## config.mk

```make
export PLATFORM = sky130hd
export DESIGN_NAME = cdb_arbiter_flat
export DESIGN_NICKNAME = d
export VERILOG_FILES = /design/src/rtl/cdb_arbiter_pkg.sv /design/src/rtl/cdb_arbiter_if.sv /design/src/rtl/cdb_arbiter_rr_arbiter.sv /design/src/rtl/cdb_arbiter.sv /design/src/flat_wrapper.sv
export SDC_FILE = /design/constraint.sdc
export NUM_CORES = 1
export LEC_CHECK = 0
export CAP_MARGIN = 20
export CORE_MARGIN = 4
export CORE_UTILIZATION = 33
export CTS_CLUSTER_DIAMETER = 120
export DETAILED_ROUTE_END_ITERATION = 8
export GPL_TIMING_DRIVEN = 0
export PLACE_DENSITY = 0.81
export SYNTH_ARGS = -nofsm -noshare
export SYNTH_HDL_FRONTEND = slang
export SYNTH_HIERARCHICAL = 1
export SYNTH_SLANG_ARGS = --single-unit
export TNS_END_PERCENT = 5
```

## constraint.sdc

```tcl
create_clock -name clk_i -period 3.77 [get_ports clk_i]
set_clock_uncertainty 0.05 [all_clocks]
set_input_delay 0.754 -clock clk_i [delete_from_list [all_inputs] [get_ports clk_i]]
set_output_delay 0.754 -clock clk_i [all_outputs]
set_load 0.01 [all_outputs]
```

## src/rtl/cdb_arbiter_pkg.sv

```systemverilog
// Shared CDB types: reservation-station tags, data words, the broadcast record
// and the system-level producer count.
package cdb_arbiter_pkg;

   localparam int TAG_W = 4;

   typedef logic [TAG_W-1:0] rs_tag_t;
   typedef logic [31:0]      word32_t;

   typedef struct packed {
      rs_tag_t tag;
      word32_t val;
   } cdb_t;

   localparam rs_tag_t NO_VAL      = 4'd0;
   localparam int      CDB_NUM_REQ = 4;
   localparam cdb_t    CDB_IDLE    = '{tag: NO_VAL, val: 32'h0000_0000};

endpackage

```

## src/rtl/cdb_arbiter_if.sv

```systemverilog
// Producer-to-CDB bundle: per-producer result requests in, ready and broadcast out.
interface cdb_arbiter_if
   import cdb_arbiter_pkg::*;
#(
   parameter int NUM_REQ = CDB_NUM_REQ
);

   logic    [NUM_REQ-1:0] req_valid_i;
   rs_tag_t [NUM_REQ-1:0] req_tag_i;
   word32_t [NUM_REQ-1:0] req_val_i;
   logic    [NUM_REQ-1:0] req_spec_i;
   logic    [NUM_REQ-1:0] req_ready_o;
   logic                  kill_spec_i;
   cdb_t                  cdb_o;
   logic                  cdb_spec_o;

   modport master (
      output req_valid_i, req_tag_i, req_val_i, req_spec_i, kill_spec_i,
      input  req_ready_o, cdb_o, cdb_spec_o
   );

   modport slave (
      input  req_valid_i, req_tag_i, req_val_i, req_spec_i, kill_spec_i,
      output req_ready_o, cdb_o, cdb_spec_o
   );

endinterface

```

## src/rtl/cdb_arbiter_rr_arbiter.sv

```systemverilog
// Combinational round-robin arbiter: one-hot grant of the first request found
// at or after ptr, wrapping, via a double-width masked priority select.
module rr_arbiter #(
   parameter  int N  = 4,
   localparam int PW = (N > 1) ? $clog2(N) : 1
) (
   input  logic [N-1:0]  req,
   input  logic [PW-1:0] ptr,
   output logic [N-1:0]  grant,
   output logic          grant_valid,
   output logic [PW-1:0] winner
);

   logic [2*N-1:0] dbl_s;
   logic [2*N-1:0] mask_s;
   logic [2*N-1:0] cand_s;

   // Upper copy of the request vector covers the wrap; lowest surviving bit wins.
   always_comb begin
      dbl_s = {req, req};
      for (int i = 0; i < 2 * N; i++) begin
         mask_s[i] = (i >= 32'(ptr)) ? 1'b1 : 1'b0;
      end
      cand_s      = dbl_s & mask_s;
      winner      = '0;
      grant_valid = 1'b0;
      for (int i = 2 * N - 1; i >= 0; i--) begin
         winner      = cand_s[i] ? PW'((i >= N) ? (i - N) : i) : winner;
         grant_valid = grant_valid | cand_s[i];
      end
   end

   // Decode the winning index into the one-hot grant.
   always_comb begin
      grant         = '0;
      grant[winner] = grant_valid;
   end

endmodule

```

## src/rtl/cdb_arbiter.sv

```systemverilog
// CDB arbiter: masks ineligible/killed results, grants one producer per cycle
// round-robin and registers the winner onto the common data bus.
module cdb_arbiter
   import cdb_arbiter_pkg::*;
#(
   parameter  int NUM_REQ = CDB_NUM_REQ,
   localparam int PW      = (NUM_REQ > 1) ? $clog2(NUM_REQ) : 1
) (
   input logic          clk_i,
   input logic          reset_i,
   cdb_arbiter_if.slave bus
);

   logic [NUM_REQ-1:0] elig_s;
   logic [NUM_REQ-1:0] drop_s;
   logic [NUM_REQ-1:0] grant_s;
   logic [NUM_REQ-1:0] ready_s;
   logic               grant_valid_s;
   logic [PW-1:0]      winner_s;
   logic [PW-1:0]      ptr_r;
   cdb_t               cdb_r;
   logic               cdb_spec_r;

   // Killed speculative results are acknowledged and dropped rather than arbitrated.
   always_comb begin
      for (int k = 0; k < NUM_REQ; k++) begin
         elig_s[k] = bus.req_valid_i[k] & (bus.req_tag_i[k] != NO_VAL)
                   & ~(bus.kill_spec_i & bus.req_spec_i[k]);
         drop_s[k] = bus.kill_spec_i & bus.req_valid_i[k] & bus.req_spec_i[k]
                   & (bus.req_tag_i[k] != NO_VAL);
      end
   end

   rr_arbiter #(.N(NUM_REQ)) u_rr (
      .req         (elig_s),
      .ptr         (ptr_r),
      .grant       (grant_s),
      .grant_valid (grant_valid_s),
      .winner      (winner_s)
   );

   // Producers see nothing consumed while the arbiter is held in reset.
   always_comb begin
      if (reset_i) begin
         ready_s = '0;
      end else begin
         ready_s = grant_s | drop_s;
      end
   end

   // Bus register and round-robin pointer; the pointer only follows broadcast grants.
   always_ff @(posedge clk_i) begin
      if (reset_i) begin
         cdb_r      <= CDB_IDLE;
         cdb_spec_r <= 1'b0;
         ptr_r      <= '0;
      end else if (grant_valid_s) begin
         cdb_r      <= '{tag: bus.req_tag_i[winner_s], val: bus.req_val_i[winner_s]};
         cdb_spec_r <= bus.req_spec_i[winner_s];
         ptr_r      <= (winner_s == PW'(NUM_REQ - 1)) ? '0 : winner_s + PW'(1);
      end else begin
         cdb_r      <= CDB_IDLE;
         cdb_spec_r <= 1'b0;
         ptr_r      <= ptr_r;
      end
   end

   assign bus.req_ready_o = ready_s;
   assign bus.cdb_o       = cdb_r;
   assign bus.cdb_spec_o  = cdb_spec_r;

endmodule

```

## src/flat_wrapper.sv

```systemverilog
// flat-port wrapper written by rule: the top's interface ports become plain ports
module cdb_arbiter_flat import cdb_arbiter_pkg::*;
#(
   parameter  int NUM_REQ = CDB_NUM_REQ,
   localparam int PW      = (NUM_REQ > 1) ? $clog2(NUM_REQ) : 1
)
  (clk_i, reset_i, bus_req_valid_i, bus_req_tag_i, bus_req_val_i, bus_req_spec_i, bus_kill_spec_i, bus_req_ready_o, bus_cdb_o, bus_cdb_spec_o);
  cdb_arbiter_if #(.NUM_REQ(NUM_REQ)) bus_i ();
  input logic clk_i;
  input logic reset_i;
  input wire logic [$bits(bus_i.req_valid_i)-1:0] bus_req_valid_i;
  input wire logic [$bits(bus_i.req_tag_i)-1:0] bus_req_tag_i;
  input wire logic [$bits(bus_i.req_val_i)-1:0] bus_req_val_i;
  input wire logic [$bits(bus_i.req_spec_i)-1:0] bus_req_spec_i;
  input wire logic [$bits(bus_i.kill_spec_i)-1:0] bus_kill_spec_i;
  output wire logic [$bits(bus_i.req_ready_o)-1:0] bus_req_ready_o;
  output wire logic [$bits(bus_i.cdb_o)-1:0] bus_cdb_o;
  output wire logic [$bits(bus_i.cdb_spec_o)-1:0] bus_cdb_spec_o;
  assign bus_i.req_valid_i = bus_req_valid_i;
  assign bus_i.req_tag_i = bus_req_tag_i;
  assign bus_i.req_val_i = bus_req_val_i;
  assign bus_i.req_spec_i = bus_req_spec_i;
  assign bus_i.kill_spec_i = bus_kill_spec_i;
  assign bus_req_ready_o = bus_i.req_ready_o;
  assign bus_cdb_o = bus_i.cdb_o;
  assign bus_cdb_spec_o = bus_i.cdb_spec_o;
  cdb_arbiter #(.NUM_REQ(NUM_REQ)) u_core (.clk_i(clk_i), .reset_i(reset_i), .bus(bus_i));
endmodule
```

## Yosys cells after proc, flatten, opt, wreduce, memory -nomap -nowiden

Index checks and enable logic that the tools add are counted.

- Add/subtract/negate cells: 1
- Muxes and demuxes: 21
- Bitwise operators: 39
- Reduce and logical (&&, ||, !) cells: 6
- Order comparisons: 5
- Equality and inequality tests: 1

Operators with widths:

| cell | number |
|---|---|
| 32-bit binary-select mux with 2-bit select | 1 |
| 32-bit 2-to-1 mux | 1 |
| 1-bit AND | 24 |
| 2-bit 2-to-1 mux | 9 |
| 4-bit nonzero test | 4 |
| 8-bit AND | 1 |
| 4-bit binary-select mux with 2-bit select | 1 |
| 4-bit 2-to-1 mux | 2 |
| 1-bit bitwise OR | 7 |
| 1-bit 2-to-1 mux | 5 |
| 1-bit NOT | 5 |
| 4-bit AND | 1 |
| 1-bit by 2-bit greater-or-equal comparator with 1-bit output, first input constant | 2 |
| 4-bit bitwise OR | 1 |
| 2-bit by 3-bit less-than comparator with 1-bit output, second input constant | 1 |
| 2-bit by 1-bit adder with 2-bit output, second input constant | 1 |
| 1-bit binary-select mux with 2-bit select | 1 |
| 1-bit demux with 2-bit select | 1 |
| 2-bit == test, second input constant | 1 |
| 2-bit by 1-bit greater-or-equal comparator with 1-bit output, second input constant | 1 |
| 2-bit greater-or-equal comparator, first input constant | 1 |
| 2-bit OR reduction | 1 |
| 1-bit logical AND | 1 |

- Bits in registers: 39
- Input bits: 155

## Longest topological paths before layout

- Depth after elaboration: 19
- Depth in mapped cells: 10
- Depth with buffers taken out: 8

## Modules after synthesis

The synthesis kept the hierarchy.

By module, submodules not included:

| module | instances | area an instance (um2) | cells each |
|---|---|---|---|
| cdb_arbiter | 1 | 2254.7 | 199 |
| rr_arbiter | 1 | 207.7 | 30 |

## Least setup slack after synthesis

Ideal clock, no wire load.

- Path type: in2reg
- Start: input port bus_kill_spec_i
- End: register u_core.cdb_r, in the netlist u_core/bus.cdb_o[25]
- Required time: 3.591 ns
- Stages: 8
- Data arrival time: 2.825 ns
- Slack: 0.766 ns
- Path through: clkbuf_1 a211oi_1 o21ai_0 a221oi_1 buf_4 buf_2 mux2i_1 o22ai_2

- Cells in the longest elaborated chain, start to end: 14
- Elaborated cells on any way between the ends: 32
- Those cells by class: 10 x mux; 21 x bitwise; 1 x reduce/logical

RTL lines:

| element | line | RTL |
|---|---|---|
| start: declaration | flat_wrapper.sv:15 | `input wire logic [$bits(bus_i.kill_spec_i)-1:0] bus_kill_spec_i;` |
| 1-bit AND * | cdb_arbiter.sv:28 | `& ~(bus.kill_spec_i & bus.req_spec_i[k]);` |
| 1-bit NOT * | cdb_arbiter.sv:28 |  |
| 1-bit AND * | cdb_arbiter.sv:28 |  |
| named net u_core.elig_s[3] | cdb_arbiter.sv:14 | `logic [NUM_REQ-1:0] elig_s;` |
| 8-bit AND * | cdb_arbiter_rr_arbiter.sv:24 | `cand_s = dbl_s & mask_s;` |
| 2-bit 2-to-1 mux (4 in a row) | cdb_arbiter_rr_arbiter.sv:28 | `winner = cand_s[i] ? PW'((i >= N) ? (i - N) : i) : winner;` |
| 2-bit 2-to-1 mux * (4 in a row) | cdb_arbiter_rr_arbiter.sv:28 |  |
| named net u_core.winner_s[1] | cdb_arbiter.sv:19 | `logic [PW-1:0] winner_s;` |
| 32-bit binary-select mux with 2-bit select * | cdb_arbiter.sv:58 | `cdb_r <= '{tag: bus.req_tag_i[winner_s], val: bus.req_val_i[winner_s]};` |
| 32-bit 2-to-1 mux (not written as such) * | cdb_arbiter.sv:58 |  |
| end signal: assignment | cdb_arbiter.sv:58 |  |
| end: declaration | cdb_arbiter.sv:21 | `cdb_t cdb_r;` |

Mark *: on every way through the listed nets, which the timed path passes. The rest lies on a longest branch. The select of a mux whose other input is x is not followed.
A chain may end at the register's enable or synchronous reset.

## Final worst setup path

- Start: input port bus_req_tag_i[1]
- End: output port bus_req_ready_o[2]

- Cells in the longest elaborated chain, start to end: 16
- Elaborated cells on any way between the ends: 22
- Those cells by class: 2 x order compare; 8 x mux; 10 x bitwise; 2 x reduce/logical

RTL lines:

| element | line | RTL |
|---|---|---|
| start: declaration | flat_wrapper.sv:12 | `input wire logic [$bits(bus_i.req_tag_i)-1:0] bus_req_tag_i;` |
| 4-bit nonzero test * | cdb_arbiter.sv:27 | `elig_s[k] = bus.req_valid_i[k] & (bus.req_tag_i[k] != NO_VAL)` |
| 1-bit AND * | cdb_arbiter.sv:27 |  |
| 1-bit AND * | cdb_arbiter.sv:28 |  |
| named net u_core.elig_s[0] | cdb_arbiter.sv:14 |  |
| 8-bit AND * | cdb_arbiter_rr_arbiter.sv:24 |  |
| 2-bit 2-to-1 mux (5 in a row) | cdb_arbiter_rr_arbiter.sv:28 |  |
| 2-bit by 3-bit less-than comparator with 1-bit output (not written as such) / 2-bit by 1-bit greater-or-equal comparator with 1-bit output (equally long branches) | cdb_arbiter_rr_arbiter.sv:36 | `grant[winner] = grant_valid;` |
| 1-bit logical AND (not written as such) | cdb_arbiter_rr_arbiter.sv:36 |  |
| 1-bit 2-to-1 mux (not written as such) | cdb_arbiter_rr_arbiter.sv:36 |  |
| 1-bit demux with 2-bit select | cdb_arbiter_rr_arbiter.sv:36 |  |
| 4-bit AND (no source line) * | - |  |
| named net u_core.grant_s[2] | cdb_arbiter.sv:16 | `logic [NUM_REQ-1:0] grant_s;` |
| 4-bit bitwise OR * | cdb_arbiter.sv:47 | `ready_s = grant_s \| drop_s;` |
| 4-bit 2-to-1 mux * | cdb_arbiter.sv:44 | `if (reset_i) begin` |
| end: declaration | flat_wrapper.sv:16 | `output wire logic [$bits(bus_i.req_ready_o)-1:0] bus_req_ready_o;` |

Mark *: on every way through the listed nets, which the timed path passes. The rest lies on a longest branch.

==> metrics.md <==
| Metric | Value |
|---|---|
| CTS tree | done |
| Fill count | 586 |
| Worst Path Arrival | 2750 ps |
| Port Buf Inserts | 194 |
| GRT overflow | 0 |
| First-pass GRT wire length | 13.4 mm |
| Die W | 94.4 um |
| Synth warnings | 6 |
| Critical path class | in2out |
| GR Util met2 | 34.3% |
| Max FO, Critical Path | 9 |
| H-tree levels | 2 |
| GPL Wtd Cong | 0.814 |
| CTS buffer count | 5 |
| Hold path depth | 2 |
| Clock-pin slew on the worst setup and hold paths | 80 ps |
| Synth Flop Type | dfxtp_1 |
| # hold bufs at CTS | 0 |
| GR Layer Usage met3 | 5.82% |
| Final core utilization | 65.1% |
| Vias in the first global route | 2625 |
| DP HPWL | 7.43 mm |
| Hold Path Sink | u_core/ptr_r[1] |
| Min Tclk post-route | 3560 ps |
| Core Footprint | 7250 um2 |
| Clock sinks | 39 |
| Peak supply drop | 175 uV |
| CP Capture Type | primary output |
| Site row count | 31 |
| Worst-case clock buffer depth | 2 |
| GRT busiest layer | met2 |
| Cells after synthesis | 229 |
| Post-synth top area share | 31.7% |
| Hold wc startpoint | u_core/ptr_r[1] |
| Most common cell in the netlist | mux2i_1 |
| Post-synth top area cell | dfxtp_1 |
| Worst Reg-to-Reg Cells | 7 |
| Starting Density | 33.9% |
| Syn nets | 385 |
| Synth cell types | 32 |
| Mapped Avg Cell Area | 10.8 um2 |
| Die ar. | 8910 um2 |
| Seq/Total Area, Yosys | 31.7% |
| Chip height | 94.4 um |
| DR vias/cell | 4.91 |
| Number of flops mapped to enable cells by yosys | 0 |
| R2r endpoint | u_core/bus.cdb_o[19] |
| Slew @ Worst Pin | 537 ps |
| Area Growth Syn to Fin | 91.8% |
| Area of the mapped netlist | 2460 um2 |
| Reg2reg start | u_core/ptr_r[1] |
| Worst hold path type | reg2reg |
| CP Launch Type | input port |
| Post-synth ARST share | 0% |
| Leakage | 1.86 nW |
| WL/cell | 17.5 um |
| ANT nets after route | 0 |
| Largest net degree at the start of global routing | 13 |
| GRT Util Overall | 19.0% |
| Final Hold Viols | 0 |
| Max-Cap Viols | 0 |
| Synth top cells by count | mux2i_1 (75), dfxtp_1 (39), o22ai_2 (30) |
| Setup violators final | 0 |
| Worst skew pair latency | 280 ps |
| WP data required | 2970 ps |
| Power Density | 354 nW/um2 |
| Fmax | 281 MHz |
| Multi-input gate area in the final layout | 1560 um2 |
| DRC Markers | 0 |
| Number of diodes | 0 |
| Final Max Slew Viols | 0 |
| Slew margin rel. | 64.1% |
| Synth top area cells | dfxtp_1 (32%), mux2i_1 (30%), o22ai_2 (15%) |
| Router iterations before antenna repair | 4 |
| I/O pins | 196 |
| WL final | 9.30 mm |
| Root Buffer | clkbuf_8 |
| Final Cycle Share | 94.3% |
| RSZ-0062 raised after global routing | false |
| Register Area | 781 um2 |
| Layout cell share with drive strength beyond 1 | 15.5% |
| Status | finished, final reports clean |
| Final hold slack | 505 ps |
| Met1 Resource Use GR | 21.3% |
| Via count | 2606 |
| Nets | 587 |
| Yosys reg bits | 39 |
| Initial antenna violation count | 0 |
| Reg2reg setup slack | 1440 ps |
| Initial drt markers | 52 |
## worst max-delay path, stage by stage
cell,delay [ps]
clkdlybuf4s50_1,450
nor4_2,350
a211oi_1,110
buf_6,160
a21o_2,180
a21oi_1,130
o21a_1,120
inv_1,40
o22ai_1,150
dlygate4sd2_1,290
## layout make-up
| type | count | share of cell area (%) |
|---|---|---|
| tap | 99 | 2.62 |
| clock inverter | 2 | 1.27 |
| timing repair buffer | 195 | 41.3 |
| buffer | 20 | 2.83 |
| clock buffer | 6 | 1.54 |
| sequential | 39 | 16.5 |
| multi-input combinational | 160 | 33.1 |
| inverter | 10 | 0.795 |
## repair_timing
item	4_1_cts	5_1_grt
setup endpoints to repair	4	2
setup buffers	0	1
gates resized for setup	9	3
pin swaps	3	1
## stage by stage
stage	power [W]	setup slack (ps)	cells	setup TNS (ps)	instance area (um2)
final	0.00167	214	531	0	4720
after global routing	0.00175	116	531	0	4720
after CTS	0.00169	26.9	530	0	4700
after detailed placement	0.00126	-204	522	-5540	4530
after global placement	0.00125	-203	522	-3590	4530
after floorplan	0.000895	766	229	0	2460
## cell usage in the layout (no fill, tap or decap)
cell	synthesis	layout
a211oi_1	4	2
a211oi_2	0	2
a21o_1	2	2
a21o_2	1	1
a21oi_1	6	6
a221oi_1	1	1
a221oi_2	2	2
buf_2	10	10
buf_4	2	3
buf_6	5	5
bufinv_16	0	2
clkbuf_1	2	3
clkbuf_2	1	1
clkbuf_8	0	5
clkdlybuf4s50_1	0	190
dfxtp_1	39	39
dlygate4sd2_1	0	2
dlymetal6s2s_1	0	2
ha_1	1	1
inv_1	9	9
inv_2	1	1
mux2_2	1	1
mux2i_1	75	75
nand2_1	3	3
nand2b_1	2	2
nand3_1	1	1
nand3b_1	1	1
nand4b_1	4	4
nor2_1	3	3
nor2b_1	1	1
nor4_2	0	2
nor4_4	0	2
o211a_1	1	1
o21a_1	2	2
o21ai_0	1	1
o22ai_1	11	11
o22ai_2	30	30
or3b_1	2	2
or4_1	1	1
## cells by family (layout without fill, tap and decap cells)
| kind of cell | Yosys count | after routing | synth area share, % |
|---|---|---|---|
| AOI/OAI and AO/OA | 61 | 61 | 24.2 |
| adders and majority gates | 1 | 1 | 0.508 |
| buffers and inverters | 30 | 233 | 6.96 |
| DFF | 39 | 39 | 31.7 |
| muxes | 76 | 76 | 30.9 |
| and+or+nand+nor | 22 | 22 | 5.64 |
## worst max path at each step
| stage | start | end | slack [ps] | depth (start not counted) |
|---|---|---|---|---|
| 6_report | bus_req_tag_i[1] | bus_req_ready_o[2] | 210 | 10 |
| 5_1_grt | bus_req_tag_i[1] | bus_req_ready_o[2] | 120 | 10 |
| 4_1_cts | bus_req_tag_i[10] | bus_req_ready_o[1] | 30 | 8 |
| 3_5_place_dp | bus_req_tag_i[14] | bus_req_ready_o[2] | -200 | 9 |
| 3_3_place_gp | bus_req_tag_i[14] | bus_req_ready_o[2] | -200 | 9 |
| 2_1_floorplan | bus_kill_spec_i | u_core/bus.cdb_o[25] | 770 | 8 |
## report_power, final
| part | switching, W | leakage (nW) | internal (W) |
|---|---|---|---|
| clock | 0.000155 | 0.0654 | 0.000265 |
| sequential | 0.0000219 | 0.323 | 0.000479 |
| combinational | 0.000315 | 1.47 | 0.000438 |
| total | 0.000492 | 1.86 | 0.00118 |
## sequential cells by signal, summed over array words and instances (netlist names)
signal,cells
u_core/ptr_r,2
u_core/bus.cdb_o,36
u_core/bus.cdb_spec_o,1
## per-layer routing
metal,up-vias,share of wire (%)
li1,1279,-
met1,1181,38
met2,132,49
met3,14,10
met4,0,1.9
met5,-,0
(Power assumes the default switching activity.)
